## src/rtl/cpu_pkg.sv

```systemverilog
// Shared definitions for the fetch stage: field widths, instruction-word layout
// and the fetch state encoding.
package cpu_pkg;

    localparam int OP_W    = 5;
    localparam int LIT_W   = 8;
    localparam int INSTR_W = OP_W + LIT_W;

    localparam logic [OP_W-1:0] LAST_OP = 5'd24;

    // Opcode occupies the MSBs of the ROM word, literal the LSBs.
    localparam int OP_MSB  = INSTR_W - 1;
    localparam int OP_LSB  = LIT_W;
    localparam int LIT_MSB = LIT_W - 1;
    localparam int LIT_LSB = 0;

    typedef enum logic [1:0] {
        IDLE  = 2'd0,
        FETCH = 2'd1,
        EXEC  = 2'd2,
        HALT  = 2'd3
    } fetchState_t;

    function automatic logic isIllegalOp(input logic [OP_W-1:0] op);
        return op > LAST_OP;
    endfunction

endpackage

```

## src/rtl/pc_reg.sv

```systemverilog
// Program counter register with jump load and increment, wrapping modulo 2^W.
module pc_reg #(
    parameter int W = 8
) (
    input  logic         clk,
    input  logic         rst_n,
    input  logic         loadEn,
    input  logic         incEn,
    input  logic [W-1:0] loadVal,
    output logic [W-1:0] pc
);

    always_ff @(posedge clk or negedge rst_n) begin
        if (!rst_n) begin
            pc <= '0;
        end else if (loadEn) begin
            pc <= loadVal;
        end else if (incEn) begin
            pc <= pc + W'(1);
        end
    end

endmodule

```

## src/rtl/instr_fetch_unit.sv

```systemverilog
// Fetch stage: walks the PC, fetches ROM words over req/ack and presents
// opcode/literal with a one-cycle instr_valid strobe.
//
// state | meaning
// IDLE  | out of reset, waiting for start
// FETCH | rom_req held with rom_addr=pc until rom_ack
// EXEC  | one cycle, instr_valid high, pc advances or jumps
// HALT  | stopped by halt request or illegal opcode, waiting for start
module instr_fetch_unit
    import cpu_pkg::*;
#(
    parameter int PC_W = 8
) (
    input  logic               clk,
    input  logic               rst_n,
    input  logic               start,
    input  logic               halt_req,
    output logic [PC_W-1:0]    rom_addr,
    output logic               rom_req,
    input  logic               rom_ack,
    input  logic [INSTR_W-1:0] rom_data,
    input  logic               jump_en,
    input  logic [PC_W-1:0]    jump_addr,
    output logic [OP_W-1:0]    opcode,
    output logic [LIT_W-1:0]   literal,
    output logic               instr_valid,
    output logic [PC_W-1:0]    pc,
    output logic               busy,
    output logic               illegal
);

    fetchState_t state;
    logic        haltPend;
    logic        inExec;

    assign inExec   = (state == EXEC);
    assign busy     = (state == FETCH) | (state == EXEC);
    assign rom_addr = pc;

    pc_reg #(.W(PC_W)) u_pc_reg (
        .clk     (clk),
        .rst_n   (rst_n),
        .loadEn  (inExec & jump_en),
        .incEn   (inExec & ~jump_en),
        .loadVal (jump_addr),
        .pc      (pc)
    );

    always_ff @(posedge clk or negedge rst_n) begin
        if (!rst_n) begin
            state       <= IDLE;
            opcode      <= '0;
            literal     <= '0;
            rom_req     <= 1'b0;
            instr_valid <= 1'b0;
            illegal     <= 1'b0;
            haltPend    <= 1'b0;
        end else begin
            instr_valid <= 1'b0;
            case (state)
                IDLE: begin
                    if (start) begin
                        state   <= FETCH;
                        rom_req <= 1'b1;
                    end
                end
                FETCH: begin
                    if (halt_req) haltPend <= 1'b1;
                    if (rom_ack && rom_req) begin
                        opcode  <= rom_data[OP_MSB:OP_LSB];
                        literal <= rom_data[LIT_MSB:LIT_LSB];
                        rom_req <= 1'b0;
                        if (isIllegalOp(rom_data[OP_MSB:OP_LSB])) begin
                            illegal <= 1'b1;
                            state   <= HALT;
                        end else begin
                            instr_valid <= 1'b1;
                            state       <= EXEC;
                        end
                    end
                end
                EXEC: begin
                    if (halt_req || haltPend) begin
                        state <= HALT;
                    end else begin
                        state   <= FETCH;
                        rom_req <= 1'b1;
                    end
                end
                HALT: begin
                    if (start) begin
                        state    <= FETCH;
                        rom_req  <= 1'b1;
                        illegal  <= 1'b0;
                        haltPend <= 1'b0;
                    end
                end
                default: state <= IDLE;
            endcase
        end
    end

endmodule

```

## config.mk

```make
export PLATFORM = sky130hd
export DESIGN_NAME = instr_fetch_unit
export DESIGN_NICKNAME = d
export VERILOG_FILES = /design/src/rtl/cpu_pkg.sv /design/src/rtl/pc_reg.sv /design/src/rtl/instr_fetch_unit.sv
export SDC_FILE = /design/constraint.sdc
export NUM_CORES = 1
export LEC_CHECK = 0
export BUFFER_PORTS_ARGS = -buffer_cell sky130_fd_sc_hd__buf_2
export CAP_MARGIN = 15
export CELL_PAD_IN_SITES_DETAIL_PLACEMENT = 0
export CELL_PAD_IN_SITES_GLOBAL_PLACEMENT = 1
export CORE_MARGIN = 4
export CORE_UTILIZATION = 35
export DETAILED_ROUTE_END_ITERATION = 10
export GPL_ROUTABILITY_DRIVEN = 0
export PLACE_DENSITY = 0.88
export RECOVER_POWER = 25
export SYNTH_ARGS = -nofsm -noshare
export SYNTH_HDL_FRONTEND = slang
export SYNTH_SLANG_ARGS = --single-unit
```

## constraint.sdc

```tcl
create_clock -name clk -period 1.7 [get_ports clk]
set_input_delay 0.425 -clock clk [delete_from_list [all_inputs] [get_ports clk]]
set_output_delay 0.425 -clock clk [all_outputs]
set_load 0.01 [all_outputs]
```

# After elaboration in Yosys (flattened, before gate mapping)
# Cells that the tools add are included.
totals:
  reg_bits: 27
  wordCells: 54
op_classes:
  addsub: 1
  order_cmp: 1
  n_eq_ne: 9
  mux: 20
  bitwise: 4
  reduce_logical: 11
ops:
  columns: ["op", "count"]
  rows:
  - ["$mux 8", 2]
  - ["$mux 1", 11]
  - ["$add 8x1->8 const B", 1]
  - ["$mux 2", 3]
  - ["$ne 2x1->1 const B", 3]
  - ["$ne 2x2->1 const B", 3]
  - ["$pmux 2 s3", 1]
  - ["$reduce_and 3->1", 2]
  - ["$gt 5x5->1 const B", 1]
  - ["$eq 2x2->1 const B", 2]
  - ["$pmux 1 s2", 2]
  - ["$reduce_and 2->1", 2]
  - ["$reduce_and 4->1", 1]
  - ["$reduce_bool 2->1", 2]
  - ["$pmux 1 s3", 1]
  - ["$and 1x1->1", 2]
  - ["$eq 2x1->1 const B", 1]
  - ["$logic_not 2->1", 1]
  - ["$reduce_or 2->1", 1]
  - ["$logic_and 1x1->1", 1]
  - ["$logic_or 1x1->1", 1]
  - ["$not 1->1", 1]
  - ["$or 1x1->1", 1]

# Logic depth before layout (Yosys ltp)
# Gate-level depths: netlist of run 1.
depth:
  ltp_word: 4
  ltp_mapped: 7
  ltp_nobuf: 6

# Modules after synthesis
# From an unflattened synthesis of run 1, not the netlist that was laid out.
unflattened:
  hier_cells: 121
  area_unflattened_um2: 1408.9
by_module_without_submodules:
  columns: ["module", "instances", "cells_per_inst", "area_each_um2", "seq_area_each_um2"]
  rows:
  - ["instr_fetch_unit", 1, 72, 958.4, 475.5]
  - ["pc_reg", 1, 49, 450.4, 200.2]

# Worst setup path before layout of run 1
# OpenSTA, ideal clock, no wires.
synth_path:
  path_type: "register -> register"
  from: "register state[0]"
  to: "register state[1]"
  setup_ns: 0.121
  arrival_ns: 1.412
  path_slack_ns: 0.167
  path_stages_with_launch: 7
  path_buffers: 0
  cell_sequence: "dfrtp_1 inv_1 ha_1 inv_1 a2bb2oi_1 nand2_1 o22a_1"
synth_via:
  elab_chain_cells: 4
  word_cells_on_any_way: 9
synth_rtl:
  columns: ["item", "line_no", "text"]
  rows:
  - ["start: declaration", "instr_fetch_unit.sv:32", "fetchState_t state;"]
  - ["start signal: assignment", "instr_fetch_unit.sv:51", "state <= IDLE;"]
  - ["start signal: assignment", "instr_fetch_unit.sv:63", "state <= FETCH;"]
  - ["start signal: assignment", "instr_fetch_unit.sv:75", "state <= HALT;"]
  - ["$eq 2x2->1 / $logic_not 2->1 (equally long branches)", "instr_fetch_unit.sv:60", "case (state)"]
  - ["$reduce_or 2->1 (no line)", null, null]
  - ["$ne 2x1->1 (no line)", null, null]
  - ["$reduce_and 2->1 (no line)", null, null]
# Parallel ways exist; a longest one is shown, timed or not.
# A chain may end at the register's enable or synchronous reset.

# Worst setup path after layout of run 1
layout_path:
  from: "register state[1]"
  to: "output busy"
layout_via:
  elab_chain_cells: 2
  word_cells_on_any_way: 3
layout_rtl:
  columns: ["item", "line_no", "text"]
  rows:
  - ["$eq 2x1->1 / $eq 2x2->1 (equally long branches)", "instr_fetch_unit.sv:37", "assign busy = (state == FETCH) | (state == EXEC);"]
  - ["$or 1x1->1 *", "instr_fetch_unit.sv:37", null]
  - ["end: declaration", "instr_fetch_unit.sv:28", "output logic busy,"]
# Mark *: on every way between the ends. The rest lies on a longest branch, timed or not.

==> load_flow_metrics.sql, run 1 <==
INSERT INTO impl_metrics (metric_group, metric, value, unit) VALUES
('synth', 'synth.largest_area_cell', 'sky130_fd_sc_hd__dfrtp_1', ''),
('power', 'p_per_area', '1880', 'mW/mm²'),
('floorplan', 'floorplan.die.width', '70.8', 'µm'),
('clock_tree', 'cts-root-buf', 'sky130_fd_sc_hd__clkbuf_8', ''),
('finish', 'multiInputGateArea', '606', 'µm²'),
('route', 'drtAntennaViolNets', '0', ''),
('global_routing', 'gr-usage-all-layers', '12.5', '%'),
('timing', 'final_critical_path_setup_slack', '0.0776', 'ns'),
('synth', 'yosys-top-cells-count', 'sky130_fd_sc_hd__dfrtp_1, sky130_fd_sc_hd__a21oi_1, sky130_fd_sc_hd__nand2_1', ''),
('synth', 'synth_cell_type_count', '26', ''),
('power', 'power_leakage', '0.938', 'nW'),
('clock_tree', 'cts_htree_levels', '1', ''),
('finish', 'syn_to_final_growth', '29.4', '%'),
('route', 'detailroute.wirelength.met3', '195', 'µm'),
('floorplan', 'fp.dieArea', '0.00501', 'mm²'),
('clock_tree', 'inserted_clock_buffers', '3', ''),
('finish', 'insertedDiodeCount', '0', ''),
('critical_path', 'worst-path-max-fanout', '4', ''),
('timing', 'fin_worst_skew', '0.00135', 'ns'),
('critical_path', 'r2r-end', 'literal[4]', ''),
('route', 'detail_route.iter0.violations', '66', ''),
('synth', 'synthesis.area_per_instance', '11.1', 'µm²'),
('placement', 'post-dp-hpwl', '2340', 'µm'),
('clock_tree', 'cts_hold_buf', '0', ''),
('critical_path', 'r2r.worst_path.cells', '5', ''),
('clock_tree', 'clk_path_buf_depth', '2', ''),
('run', 'drv.max_cap_violation_count', '0', ''),
('floorplan', 'core', '0.00374', 'mm²'),
('route', 'wl', '3010', 'µm'),
('global_routing', 'antenna_violations_before_repair', '0', ''),
('clock_tree', 'tritoncts', 'built', ''),
('synth', 'synth_top_area_share', '49.0', '%'),
('synth', 'number_of_storage_elements_in_the_synthesis_netlist', '27', ''),
('route', 'vias_per_cell', '4.63', ''),
('route', 'met2WireLength', '1470', 'µm'),
('critical_path', 'critical_path.startpoint_type', 'flop', ''),
('clock_tree', 'clock_sink_count', '27', ''),
('synth', 'synth_cells', '124', ''),
('global_routing', 'vias_in_the_first_global_route', '1133', ''),
('timing', 'finalCritPeriodShare', '95.4', '%'),
('finish', 'ff_latch_area', '677', 'µm²'),
('finish', 'final_layout_size_suffix_gt1_share', '47.8', '%'),
('route', 'top_signal_layer_used', 'met3', ''),
('critical_path', 'timing.critical_path.arrival', '1.20', 'ns'),
('placement', 'preCtsSetupSlack', '0.0764', 'ns'),
('route', 'met1Wirelength', '1340', 'µm'),
('timing', 'rsz_0062_raised_after_global_routing', 'false', ''),
('floorplan', 'placementRows', '22', ''),
('synth', 'synth-seq-area-share', '49.0', '%'),
('timing', 'max_freq', '0.616', 'GHz'),
('route', 'number_of_optimization_iterations_in_the_first_detailed_route_pass', '4', ''),
('timing', 'worst_slew_pin_slew', '0.593', 'ns'),
('timing', 'hold_violations', '0', ''),
('global_routing', 'first_pass_grt_wire_length', '5230', 'µm'),
('clock_tree', 'worst_setup_hold_path_clk_slew', '0.10', 'ns'),
('finish', 'design.final.nets', '218', ''),
('global_routing', 'grt_max_degree', '28', ''),
('floorplan', 'die-height', '70.8', 'µm'),
('critical_path', 'timing.rr.start', 'state[0]', ''),
('outcome', 'run_status', 'completed', ''),
('clock_tree', 'clk-insertion-delay-late', '0.27', 'ns'),
('floorplan', 'ioPinCount', '60', ''),
('floorplan', 'initial_utilization', '36.9', '%'),
('timing', 'setup_total_negative_slack', '0', 'ns'),
('synth', 'yosysMostFrequentCell', 'sky130_fd_sc_hd__dfrtp_1', ''),
('power', 'worst_vdd_ir', '0.000889', 'V'),
('route', 'route.detailed.drc', '0', ''),
('placement', 'placement.io_buffers', '59', ''),
('finish', 'nFillCells', '372', ''),
('route', 'average_wire_per_cell_in_the_routed_design', '13.0', 'µm'),
('critical_path', 'worst_path_max_delay_cell', 'sky130_fd_sc_hd__dfrtp_2', '');
-- cell usage in the layout, fill, tap and decap left out, types with 2 or more instances in the layout --
cell type,count
sky130_fd_sc_hd__mux2_2,5
sky130_fd_sc_hd__mux2_4,8
sky130_fd_sc_hd__nand3_1,6
sky130_fd_sc_hd__buf_4,7
sky130_fd_sc_hd__nand2_1,10
sky130_fd_sc_hd__o22ai_1,3
sky130_fd_sc_hd__a21oi_1,14
sky130_fd_sc_hd__mux2i_1,3
sky130_fd_sc_hd__dfrtp_1,26
sky130_fd_sc_hd__buf_2,58
sky130_fd_sc_hd__inv_1,5
sky130_fd_sc_hd__ha_1,6
sky130_fd_sc_hd__clkbuf_8,3
sky130_fd_sc_hd__nand2b_1,2
sky130_fd_sc_hd__o21ai_0,8
sky130_fd_sc_hd__nor2_1,5
-- worst max path at each step --
| stage | cells after the start | startpoint | to |
|---|---|---|---|
| 4_1_cts | 3 | state[1] | busy |
| 2_1_floorplan | 6 | state[0] | state[1] |
| 3_5_place_dp | 6 | state[0] | u_pc_reg.pc[3] |
| 6_report | 3 | state[1] | busy |
| 3_3_place_gp | 6 | state[0] | u_pc_reg.pc[3] |
| 5_1_grt | 4 | state[0] | busy |
-- power breakdown --
| part | leakage, nW | total, W | switching [W] | internal [W] |
|---|---|---|---|---|
| clock | 0.0261 | 0.000390 | 0.000218 | 0.000172 |
| combinational | 0.596 | 0.00173 | 0.000829 | 0.000905 |
| sequential | 0.316 | 0.00123 | 0.000266 | 0.000962 |
-- repair_timing --
| action | in CTS | in global routing |
|---|---|---|
| setup endpoints to repair | 1 | 4 |
| gates resized for setup | 0 | 3 |
| buffers inserted | 1 | 2 |
-- through the flow --
stage | util, % | hold slack (ns) | cell area (µm²) | total power [W]
final | 47.7 | 0.141 | 1790 | 0.00335
after global routing | 47.7 | 0.176 | 1790 | 0.00366
after CTS | 47.0 | 0.168 | 1760 | 0.00333
after detailed placement | 45.5 | 0.470 | 1700 | 0.00291
after global placement | 45.5 | 0.472 | 1700 | 0.00288
after floorplan | - | 0.129 | 1380 | 0.00236
-- area by class of cell --
class,instances,area share (%)
flip-flops and latches,27,37.9
multi-input cells,81,33.9
repair buffers,67,21.0
well taps,48,3.36
clock buffers,3,2.31
inverters,5,1.05
clock inverters,1,0.491
-- routing by layer --
| metal | GRT usage (%) | vias up |
|---|---|---|
| met5 | 0 | - |
| met4 | 1.25 | 0 |
| met3 | 2.13 | 0 |
| met2 | 21.2 | 31 |
| met1 | 17.3 | 490 |
| li1 | - | 553 |
-- critical path, delay by kind of cell, from the launching register on --
kind | cells | cell delay (ns)
adders and majority gates | 1 | 0.28
buffers and inverters | 2 | 0.21
DFF | 1 | 0.44
-- kinds of logic after synthesis --
family | after synthesis | synth area share (%)
adders and majority gates | 6 | 5.44
AOI/OAI and AO/OA | 32 | 14.1
buffers and inverters | 16 | 7.34
and+or+nand+nor | 27 | 9.16
muxes | 16 | 15.0
DFF | 27 | 49.0
Power figures use the tool's default switching activity.
==> run 2: changes to the inputs <==
GPL_TIMING_DRIVEN = 0   (was not set)
==> run 2 against run 1 <==
  * Flip-flop and latch count unchanged
  * Via count increased by 5.2%
  * Sequential power about the same
  * Final area increased by 0.70%
  * Total power increased by 0.39%
  * Routed wire length increased by 6.3%
==> load_flow_metrics.sql, run 2 (synthesis gave the netlist of run 1 again) <==
INSERT INTO impl_metrics (metric_group, metric, value, unit) VALUES
('clock_tree', 'cts-root-buf', 'sky130_fd_sc_hd__clkbuf_8', ''),
('finish', 'insertedDiodeCount', '0', ''),
('global_routing', 'first_pass_grt_wire_length', '5290', 'µm'),
('power', 'relative_contribution_of_the_clock_network_to_total_power', '10.7', '%'),
('power', 'power_frac_comb', '52.4', '%'),
('power', 'worst_vdd_ir', '0.000844', 'V'),
('clock_tree', 'clk_path_buf_depth', '2', ''),
('power', 'total_power', '0.00336', 'W'),
('power', 'power_leakage', '0.945', 'nW'),
('power', 'p_sw', '0.00132', 'W'),
('timing', 'fin_worst_skew', '0.00224', 'ns'),
('floorplan', 'floorplan.die.width', '70.8', 'µm'),
('critical_path', 'critical_path.startpoint_type', 'flop', ''),
('finish', 'nFillCells', '371', ''),
('clock_tree', 'tritoncts', 'built', ''),
('critical_path', 'worst-r2r-setup-slack', '0.13', 'ns'),
('global_routing', 'gr-usage-all-layers', '13.2', '%'),
('route', 'met1Wirelength', '1330', 'µm'),
('critical_path', 'critPathKind', 'reg -> out', ''),
('clock_tree', 'clk-insertion-delay-late', '0.27', 'ns'),
('placement', 'preCtsSetupSlack', '0.0634', 'ns'),
('global_routing', 'globalRouteOverflowTotal', '0', ''),
('hold_path', 'worst_hold_path_type', 'in -> async', ''),
('timing', 'report.final.setup_viol', '0', ''),
('clock_tree', 'clock_sink_count', '27', ''),
('power', 'internal_power', '0.00204', 'W'),
('finish', 'design.final.nets', '222', ''),
('critical_path', 'timing.critical_path.to', 'busy', ''),
('timing', 'setup_total_negative_slack', '0', 'ns'),
('critical_path', 'crit_path_start', 'state[1]', ''),
('route', 'vias_per_cell', '4.79', ''),
('route', 'average_wire_per_cell_in_the_routed_design', '13.5', 'µm'),
('timing', 'rsz_0062_raised_after_global_routing', 'false', ''),
('power', 'p_per_area', '1870', 'mW/mm²'),
('route', 'top_signal_layer_used', 'met4', ''),
('timing', 'max_freq', '0.619', 'GHz'),
('critical_path', 'slowest_delay', '0.45', 'ns'),
('critical_path', 'worst-path-max-fanout', '5', ''),
('timing', 'final_period_minus_worst_setup_slack', '1.61', 'ns'),
('critical_path', 'critical_path_buf_inv_count', '2', ''),
('timing', 'final_critical_path_setup_slack', '0.0856', 'ns'),
('floorplan', 'core', '0.00374', 'mm²'),
('floorplan', 'ioPinCount', '60', ''),
('critical_path', 'worst_path_max_delay_cell', 'sky130_fd_sc_hd__dfrtp_2', ''),
('critical_path', 'timing.rr.start', 'state[0]', ''),
('global_routing', 'grt_max_degree', '28', ''),
('finish', 'multiInputGateArea', '611', 'µm²'),
('finish', 'final_layout_size_suffix_gt1_share', '48.4', '%'),
('finish', 'ff_latch_area', '677', 'µm²'),
('finish', 'layout.cells.most_common', 'sky130_fd_sc_hd__buf_2', ''),
('floorplan', 'initial_utilization', '36.9', '%'),
('critical_path', 'endpoint_kind', 'output port', ''),
('route', 'drtAntennaViolNets', '0', ''),
('timing', 'slew_limit_headroom', '55.1', '%'),
('critical_path', 'worstSetupPathDepth', '3', ''),
('clock_tree', 'inserted_clock_buffers', '3', ''),
('clock_tree', 'cts_hold_buf', '0', ''),
('route', 'detail_route.iter0.violations', '78', ''),
('timing', 'finalCritPeriodShare', '95.0', '%'),
('run', 'drv.max_cap_violation_count', '0', ''),
('route', 'route.detailed.drc', '0', ''),
('global_routing', 'antenna_violations_before_repair', '0', ''),
('route', 'detailroute.wirelength.met3', '205', 'µm'),
('clock_tree', 'worst_setup_hold_path_clk_slew', '0.09', 'ns'),
('outcome', 'run_status', 'completed', ''),
('critical_path', 'r2r-end', 'literal[6]', ''),
('power', 'power.share.switching', '39.3', '%'),
('floorplan', 'placementRows', '22', ''),
('floorplan', 'die-height', '70.8', 'µm'),
('placement', 'post-dp-hpwl', '2430', 'µm'),
('route', 'via_count', '1130', ''),
('route', 'number_of_optimization_iterations_in_the_first_detailed_route_pass', '4', ''),
('floorplan', 'fp.dieArea', '0.00501', 'mm²'),
('power', 'seq_power_share', '36.9', '%'),
('critical_path', 'timing.critical_path.arrival', '1.19', 'ns'),
('critical_path', 'timing.critical_path.required', '1.27', 'ns'),
('clock_tree', 'cts_htree_levels', '1', ''),
('finish', 'syn_to_final_growth', '30.3', '%'),
('critical_path', 'cpLargestDelayFamily', 'flip-flops', ''),
('finish', 'layout_common_cells', 'sky130_fd_sc_hd__buf_2, sky130_fd_sc_hd__dfrtp_1, sky130_fd_sc_hd__a21oi_1', ''),
('timing', 'hold_ws', '0.172', 'ns'),
('route', 'wl', '3200', 'µm'),
('timing', 'timing.final.max_slew_violations', '0', ''),
('timing', 'worst_slew_pin_slew', '0.673', 'ns'),
('critical_path', 'r2r.worst_path.cells', '5', ''),
('route', 'met2WireLength', '1630', 'µm'),
('timing', 'hold_violations', '0', ''),
('global_routing', 'vias_in_the_first_global_route', '1146', ''),
('critical_path', 'timing.critical_path.cells', 'ha_1 > inv_2 > buf_2', ''),
('placement', 'placement.io_buffers', '59', '');
-- run 2: cell types whose count changed in the layout (fill, tap and decap cells not counted) --
| cell | before | now |
|---|---|---|
| sky130_fd_sc_hd__buf_12 | 1 | 0 |
| sky130_fd_sc_hd__buf_4 | 7 | 10 |
| sky130_fd_sc_hd__clkbuf_1 | 0 | 1 |
| sky130_fd_sc_hd__clkbuf_2 | 0 | 1 |
| sky130_fd_sc_hd__clkinv_2 | 0 | 1 |
| sky130_fd_sc_hd__inv_1 | 5 | 4 |
| sky130_fd_sc_hd__inv_2 | 0 | 1 |
| sky130_fd_sc_hd__inv_6 | 1 | 0 |
| sky130_fd_sc_hd__nand2_1 | 10 | 11 |
| sky130_fd_sc_hd__nand2_2 | 1 | 0 |
| sky130_fd_sc_hd__nand3_2 | 1 | 0 |
| sky130_fd_sc_hd__nand3_4 | 0 | 1 |
-- run 2: worst min-delay path by stage --
stage | cells past startpoint | slack [ns] | startpoint | to
finish | 1 | 0.17 | rst_n | opcode[0]
global route | 1 | 0.23 | rst_n | literal[1]
CTS | 1 | 0.17 | rst_n | opcode[0]
detailed placement | 1 | 0.47 | rst_n | literal[0]
global placement | 1 | 0.47 | rst_n | literal[0]
floorplan | 0 | 0.13 | rst_n | haltPend
-- run 2: power groups by stage --
stage / logic [W] / registers, W / clock network, W
floorplan: 0.00101 / 0.00134 / 0
global placement: 0.00172 / 0.00124 / 0
detailed placement: 0.00174 / 0.00125 / 0
CTS: 0.00177 / 0.00124 / 0.000375
global route: 0.00194 / 0.00130 / 0.000401
finish: 0.00176 / 0.00124 / 0.000360
-- run 2: timing repair --
item | 4_1_cts | 5_1_grt
setup endpoints to repair | 1 | 11
setup buffers | 1 | 0
resized for setup | 0 | 3
-- run 2: stage by stage --
| stage | util [%] | instances | instance area, µm² |
|---|---|---|---|
| after floorplan | - | 124 | 1380 |
| after global placement | 46.4 | 231 | 1740 |
| after detailed placement | 46.4 | 231 | 1740 |
| after CTS | 47.8 | 236 | 1790 |
| after global routing | 48.0 | 236 | 1800 |
| final | 48.0 | 236 | 1800 |
-- run 2: layout make-up --
type	instances	share of cell area, %
well taps	48	3.34
clock inverters	1	0.278
flip-flops and latches	27	37.6
inverters	5	1.04
repair buffers	60	16.8
multi-input cells	81	34.0
plain buffers	11	4.59
clock buffers	3	2.30
-- run 2: layer usage --
layer,track usage (%),vias to the layer above
met3,4.12,4
met1,15.6,532
li1,-,559
met4,3.13,0
met2,23.4,35
met5,0,-
